==> src/rtl/star_field_gen.sv <==
`default_nettype none
// +----------------------------------------------------------------------+
// | star_field_gen : LFSR star field with night fade and twinkle modes    |
// | Revision 1.0                                                          |
// +----------------------------------------------------------------------+
module star_field_gen #(
  parameter int          XW         = 10,
  parameter int          YW         = 9,
  parameter int          COLRW      = 12,
  parameter int          SKY_H      = 120,
  parameter int          DENSITY    = 8,
  parameter logic [15:0] SEED       = 16'hACE1,
  parameter int          NIGHT_STEP = 16,
  parameter int          TW_BIT     = 4
) (
  input  logic             clk_pix,
  input  logic             rst_n,
  input  logic             frame,
  input  logic             de,
  input  logic [XW-1:0]    sx,
  input  logic [YW-1:0]    sy,
  input  logic [7:0]       fade_level,
  input  logic [1:0]       mode,
  output logic [COLRW-1:0] star_colr,
  output logic             star_valid
);

  localparam int          CW           = COLRW / 3;
  localparam logic [15:0] c_lfsr_mask  = 16'hB400;
  localparam logic [YW-1:0] c_sky_h    = YW'(SKY_H);
  localparam logic [7:0]  c_night_step = 8'(NIGHT_STEP);
  localparam logic [1:0]  c_mode_off   = 2'd0;
  localparam logic [1:0]  c_mode_steady = 2'd1;
  localparam logic [1:0]  c_mode_twinkle = 2'd2;

  logic [15:0] lfsr_q, lfsr_d, lfsr_step;
  logic [7:0]  frame_cnt_q, frame_cnt_d;
  logic [7:0]  night_q, night_d;
  logic [8:0]  night_up;
  logic        sky, night_tgt_hi, twinkle;

  logic        s1_hit_q, s1_hit_d;
  logic        s1_lit_q, s1_lit_d;
  logic        s1_dim_q, s1_dim_d;
  logic [7:0]  s1_base_q, s1_base_d;
  logic [7:0]  s1_night_q, s1_night_d;

  logic [7:0]  eff;
  logic [15:0] product;
  logic [7:0]  s2_scaled_q, s2_scaled_d;
  logic [CW-1:0] chan;
  logic        unused_ok;

  always_comb begin
    sky       = de && (sy < c_sky_h);
    lfsr_step = {1'b0, lfsr_q[15:1]} ^ (lfsr_q[0] ? c_lfsr_mask : 16'h0000);

    lfsr_d = lfsr_q;
    if (frame) begin
      lfsr_d = SEED;
    end else if (sky) begin
      lfsr_d = lfsr_step;
    end

    frame_cnt_d = frame ? frame_cnt_q + 8'd1 : frame_cnt_q;

    // Night ramps toward full dark outside the daytime fade window.
    night_tgt_hi = (fade_level < 8'd64) || (fade_level > 8'd208);
    night_up     = {1'b0, night_q} + {1'b0, c_night_step};
    night_d      = night_q;
    if (frame) begin
      if (night_tgt_hi) begin
        night_d = night_up[8] ? 8'hFF : night_up[7:0];
      end else begin
        night_d = (night_q < c_night_step) ? 8'h00 : night_q - c_night_step;
      end
    end
  end

  // Stage 1 samples the pre-advance LFSR and pre-pulse frame state.
  always_comb begin
    s1_hit_d   = sky && (&lfsr_q[15 -: DENSITY]);
    s1_base_d  = lfsr_q[7:0] | 8'h80;
    s1_night_d = night_q;
    twinkle    = frame_cnt_q[TW_BIT] ^ lfsr_q[8];
    s1_lit_d   = 1'b0;
    s1_dim_d   = 1'b0;
    case (mode)
      c_mode_off:     s1_lit_d = 1'b0;
      c_mode_steady:  s1_lit_d = 1'b1;
      c_mode_twinkle: s1_lit_d = twinkle;
      default: begin
        s1_lit_d = twinkle;
        s1_dim_d = 1'b1;
      end
    endcase
  end

  always_comb begin
    eff = 8'h00;
    if (s1_lit_q) begin
      eff = s1_base_q;
    end else if (s1_dim_q) begin
      eff = s1_base_q >> 2;
    end
    product     = 16'(eff) * 16'(s1_night_q);
    s2_scaled_d = s1_hit_q ? product[15:8] : 8'h00;
  end

  always_ff @(posedge clk_pix or negedge rst_n) begin
    if (!rst_n) begin
      lfsr_q      <= SEED;
      frame_cnt_q <= 8'h00;
      night_q     <= 8'h00;
      s1_hit_q    <= 1'b0;
      s1_lit_q    <= 1'b0;
      s1_dim_q    <= 1'b0;
      s1_base_q   <= 8'h00;
      s1_night_q  <= 8'h00;
      s2_scaled_q <= 8'h00;
    end else begin
      lfsr_q      <= lfsr_d;
      frame_cnt_q <= frame_cnt_d;
      night_q     <= night_d;
      s1_hit_q    <= s1_hit_d;
      s1_lit_q    <= s1_lit_d;
      s1_dim_q    <= s1_dim_d;
      s1_base_q   <= s1_base_d;
      s1_night_q  <= s1_night_d;
      s2_scaled_q <= s2_scaled_d;
    end
  end

  assign chan       = s2_scaled_q[7 -: CW];
  assign star_colr  = {3{chan}};
  assign star_valid = |chan;

  // Horizontal position and most counter bits do not affect the pattern.
  assign unused_ok = ^{sx, frame_cnt_q};

endmodule
`default_nettype wire

==> config.mk <==
export PLATFORM = sky130hd
export DESIGN_NAME = star_field_gen
export DESIGN_NICKNAME = d
export VERILOG_FILES = /design/src/rtl/star_field_gen.sv
export SDC_FILE = /design/constraint.sdc
export NUM_CORES = 1
export LEC_CHECK = 0
export CORE_MARGIN = 2
export CORE_UTILIZATION = 45
export DETAILED_ROUTE_END_ITERATION = 10
export MAX_ROUTING_LAYER = met4
export PLACE_DENSITY = 0.67
export SYNTH_ARGS = -nofsm -noshare
export SYNTH_HDL_FRONTEND = slang
export SYNTH_SLANG_ARGS = --single-unit
==> constraint.sdc <==
create_clock -name clk_pix -period 7.36 [get_ports clk_pix]
set_input_delay 1.104 -clock clk_pix [delete_from_list [all_inputs] [get_ports clk_pix]]
set_output_delay 1.104 -clock clk_pix [all_outputs]
set_load 0.01 [all_outputs]
Yosys cells after proc, flatten, opt, wreduce, memory -nomap -nowiden
Index checks and enable logic that the tools add are counted.

word-level totals
  input bits = 33
  bits in registers = 59

cells by class
  bitwise gates (word level) = 2
  multiplexer cells = 11
  equality and inequality tests = 2
  multipliers = 1
  magnitude comparators = 4
  $add $sub $neg = 3
  reduce and logical (&&, ||, !) cells = 8

operator list
  kind                 count
  $mux 16              3
  $mux 8               5
  $mul 8x8->16         1
  $xor 15x16->16       1
  $add 8x5->9 const B  1
  $lt 9x7->1 const B   1
  $add 8x1->8 const B  1
  $gt 8x8->1 const B   1
  $lt 8x5->1 const B   1
  $lt 8x7->1 const B   1
  $reduce_and 8->1     1
  $sub 8x5->8 const B  1
  $mux 6               1
  $reduce_or 4->1      1
  $reduce_or 3->1      1
  $eq 2x1->1 const B   1
  $eq 2x2->1 const B   1
  $logic_and 1x1->1    2
  $logic_not 2->1      1
  $pmux 1 s2           1
  $reduce_bool 2->1    1
  $logic_or 1x1->1     1
  $mux 1               1
  $xor 1x1->1          1

Depth between registers and ports, before layout
  depth after elaboration = 4
  depth in mapped cells = 20

Least setup slack after synthesis
OpenSTA, ideal clock, no wires.

  path type = register to register
  start = reg s1_lit_q
  end = reg s2_scaled_q[7]
  stages on the path, launching flop included = 21
  setup time = 0.072 ns
  arrival = 4.764 ns
  buffers on the path = 1
  slack = 2.524 ns
  cell sequence = dfrtp_1 > clkbuf_1 > nor2b_1 > a22oi_1 > nand2b_1 > inv_1 > fa_1 > inv_1 > fa_1 > inv_1 > fa_1 > inv_1 > fa_1 > inv_1 > ha_1 > nand4_1 > nor2_1 > o21ai_0 > a21boi_1 > or3_1 > nand4b_1

between the ends
  longest elaborated chain between the ends = 3

ends and longest elaborated chain
  what                      RTL line  text
  start: declaration        43        logic s1_lit_q, s1_lit_d;
  start signal: assignment  126       s1_lit_q <= s1_lit_d;
  $mux 8                    101       if (s1_lit_q) begin
  $mul 8x8->16              106       product = 16'(eff) * 16'(s1_night_q);
  $mux 8                    107       s2_scaled_d = s1_hit_q ? product[15:8] : 8'h00;
  net s2_scaled_d[7]        50        logic [7:0] s2_scaled_q, s2_scaled_d;
  end signal: assignment    130       s2_scaled_q <= s2_scaled_d;
  end: declaration          50

The timed path passes the listed nets, and every way through them passes these cells.
A chain may end at the register's enable or synchronous reset.

Worst setup path after layout
Ends and elaborated chain as after synthesis.

==> summary.md <==
| Metric | Value |
|---|---|
| WHS | `around 400 ps` |
| Reg clk slew, reported paths | `80 ps` |
| Clock period minus worst slack | `~5500 ps` |
| Nature of the critical path startpoint | `flip-flop` |
| Die Wd | `about 95 um` |
| Pleak | `2.03 nW` |
| Nets | `~520` |
| CP required | `7590 ps` |
| Crit path kind | `reg2reg` |
| Avg Cell Area, Syn | `9.54 um^2` |
| First-pass GRT wire length | `11.3 mm` |
| TritonCTS Buffers | `5` |
| HP Start | `lfsr_q[5]` |
| Setup TNS Final | `0 ps` |
| Met3 wire len | `~120 um` |
| Layout cell share with drive strength beyond 1 | `0.0483` |
| Worst vdd ir | `0.000168 V` |
| Tot Pwr | `1.25 mW` |
| Hold Path End | `s1_base_q[5]` |
| Hold buffer count at CTS | `0` |
| Clk buf depth | `2` |
| Fin util | `0.513` |
| Final WS setup | `about 1900 ps` |
| Highest Signal Layer | `met4` |
| Starting Density | `0.460` |
| Total congestion overflow | `0` |
| Sequential share of the synthesized area | `0.310` |
| Die Span Y | `95.2 um` |
| Via count | `2614` |
| Seq cells post-synth | `46` |
| Setup WS pre-CTS | `1960 ps` |
| Fraction of registers with async set/reset | `1.00` |
| FP Rows | `33` |
| Met2 wire length | `3.28 mm` |
| Vias in the first global route | `approximately 2600` |
| Overall Global Routing Usage | `0.162` |
| Post-Layout Inst Area | `4180 um^2` |
| Synthesized area | `3740 um^2` |
| Yosys warning count | `0` |
| Clock Skews | `5.57 ps` |
| CTS tree | `done` |
| Hpwl dp | `5.25 mm` |
| Final Hold Fails | `0` |
| Layout Area Growth over Synthesis | `11.7%` |
| # DRC | `0` |
| Outcome | `complete, no violations` |
| Hold path depth | `0` |
| Power Density | `300 nW/um^2` |
| Io pins | `46` |
| M1 WL | `3.05 mm` |
| Reg2reg path depth | `19` |
| Pin count of the biggest net entering global routing | `47` |
| Initial DRT Pass Iterations | `4` |
| Post-CTS sizing | `0` |
| Cells after Synth | `392` |
| Drt first-iter violations | `83` |
| Antenna Nets Post-Route | `0` |
| Non-Filler Instances | `519` |
| Worst R2R End | `s2_scaled_q[7]` |
| ANT cells | `0` |
| Routability congestion estimate | `0.813` |
| Critical path arrival | `5720 ps` |
| Max_slew headroom | `0.342` |
| R2r setup slk | `1870 ps` |
| Final WL | `6.52 mm` |
| IO buf count | `32` |
| Filler cell count | `around 750` |
| Num Clock Sinks | `46` |
| Htree depth | `2` |
| Reg2reg start | `s1_lit_q` |
| Min-delay worst type | `reg2reg` |
| Worst Tran Pin Value | `roughly 990 ps` |
| Maxcap violations | `0` |
| Antenna violations before repair | `0` |
| Final period utilization | `0.746` |
| Post-synth EDFFs | `0` |
| Worst-skew pair later-pin latency | `290 ps` |
| Full die area | `9060 um^2` |
| Top FF cell, synth | `dfrtp_1` |
| Core footprint | `~8000 um^2` |
| Vias per cell | `roughly 5.0` |
| Fmax | `0.182 GHz` |
| Postcts setup bufs | `0` |
| Cell Area, Placed | `~4000 um^2` |
| Clk root buf | `clkbuf_8` |
| Post-synth cell types | `45` |
| Crit-path max FO | `19` |
| Wire per inst | `12.6 um` |
| Syn Nets | `496` |
| Placed cells | `511` |
| Final Max Tran Viols | `0` |
| RSZ-0062 raised after global routing | `false` |
| CP endpoint kind | `flip-flop` |
| Setup-failing EPs final | `0` |
==> final cells by class <==
type / instances / area (um^2) / share of cell area
multi-input combinational: 260 / 2220 / 0.532
sequential: 46 / 1160 / 0.278
timing repair buffer: 32 / 315 / 0.0755
inverter: 68 / 255 / 0.0611
tap: 105 / 131 / 0.0315
clock buffer: 7 / 86.3 / 0.0207
clock inverter: 1 / 5.00 / 0.00120
==> power breakdown <==
part	switching, mW	leakage [nW]	internal (mW)	total (mW)
Sequential	0.0605	0.550	0.295	0.355
Combinational	0.409	1.43	0.331	0.740
Clock	0.0803	0.0482	0.0758	0.156
==> cell usage in the layout (no fill, tap or decap), drive strengths merged, types with 2 or more instances in the layout <==
| cell type | n |
|---|---|
| clkdlybuf4s50 | 31 |
| dfstp | 8 |
| o21a | 3 |
| clkinv | 2 |
| mux2 | 2 |
| nor2 | 9 |
| dfrtp | 38 |
| ha | 37 |
| o21ai | 8 |
| nand3 | 15 |
| nand2 | 45 |
| a22o | 2 |
| nand4 | 6 |
| nor3 | 11 |
| xor2 | 2 |
| inv | 67 |
| xnor2 | 8 |
| nand4b | 2 |
| and2 | 9 |
| clkbuf | 7 |
| a22oi | 3 |
| nor2b | 13 |
| a21oi | 19 |
| a21o | 2 |
| a211oi | 3 |
| or3 | 3 |
| and3 | 7 |
| o211ai | 3 |
| nand2b | 3 |
| fa | 34 |
==> cell usage after synthesis, types with 6 or more instances <==
cell,instances,area (um^2)
clkbuf_1,9,33.8
nand3_1,15,75.1
o21ai_0,7,35.0
inv_1,67,251
ha_1,37,463
nand2_1,45,169
nand4_1,6,37.5
nor2b_1,13,81.3
and3_1,7,43.8
nor3_1,11,55.1
nor2_1,8,30.0
buf_4,9,67.6
fa_1,34,681
and2_1,9,56.3
dfrtp_1,38,951
dfstp_2,8,210
a21oi_1,19,95.1
xnor2_1,8,70.1
==> sequential cells by signal (all words and copies together), names as in the netlist <==
register and flops:
s1_base_q 8, s1_dim_q 1, s1_night_q 5, s2_scaled_q 4, frame_cnt_q 5, s1_lit_q 1, night_q 5, s1_hit_q 1
lfsr_q 16
==> critical path, cell delays in order, from the launching register on <==
cell and delay, ps:
dfrtp_1 650, nor2b_1 160, a22oi_1 400, nand2b_1 280, inv_1 120, fa_1 550
inv_1 50, fa_1 470, inv_1 50, fa_1 520, inv_1 50, fa_1 520
inv_1 40, ha_1 310, nand4_1 110, nor2_1 40, o21ai_0 350, a21boi_1 260
or3_1 390, nand4b_1 90
==> worst max-delay path by stage <==
stage                endpoint  startpoint  cells after the start
2_1_floorplan  s2_scaled_q[7]    s1_lit_q                     20
3_3_place_gp   s2_scaled_q[7]    s1_lit_q                     19
3_5_place_dp   s2_scaled_q[7]    s1_lit_q                     19
4_1_cts        s2_scaled_q[7]    s1_lit_q                     19
5_1_grt        s2_scaled_q[7]    s1_lit_q                     19
6_report       s2_scaled_q[7]    s1_lit_q                     19
==> kinds of logic (layout without fill, tap and decap cells) <==
kind of cell,Yosys count,in the layout,share of synthesized area
other,1,1,0.00100
multiplexers,3,3,0.00970
buffers and inverters,86,108,0.0953
AND/OR/NAND/NOR,125,125,0.167
XOR/XNOR,10,10,0.0234
adder cells (fa/ha/maj),71,71,0.306
flip-flops,46,46,0.310
AO/OA/AOI/OAI,50,50,0.0873
==> metal layers <==
metal,global-route usage,vias up
met1,0.207,1282
met3,0.0237,5
met2,0.276,27
met5,-,-
met4,0.0326,0
li1,-,1300
Note: power is estimated with default switching activity, not from simulation.
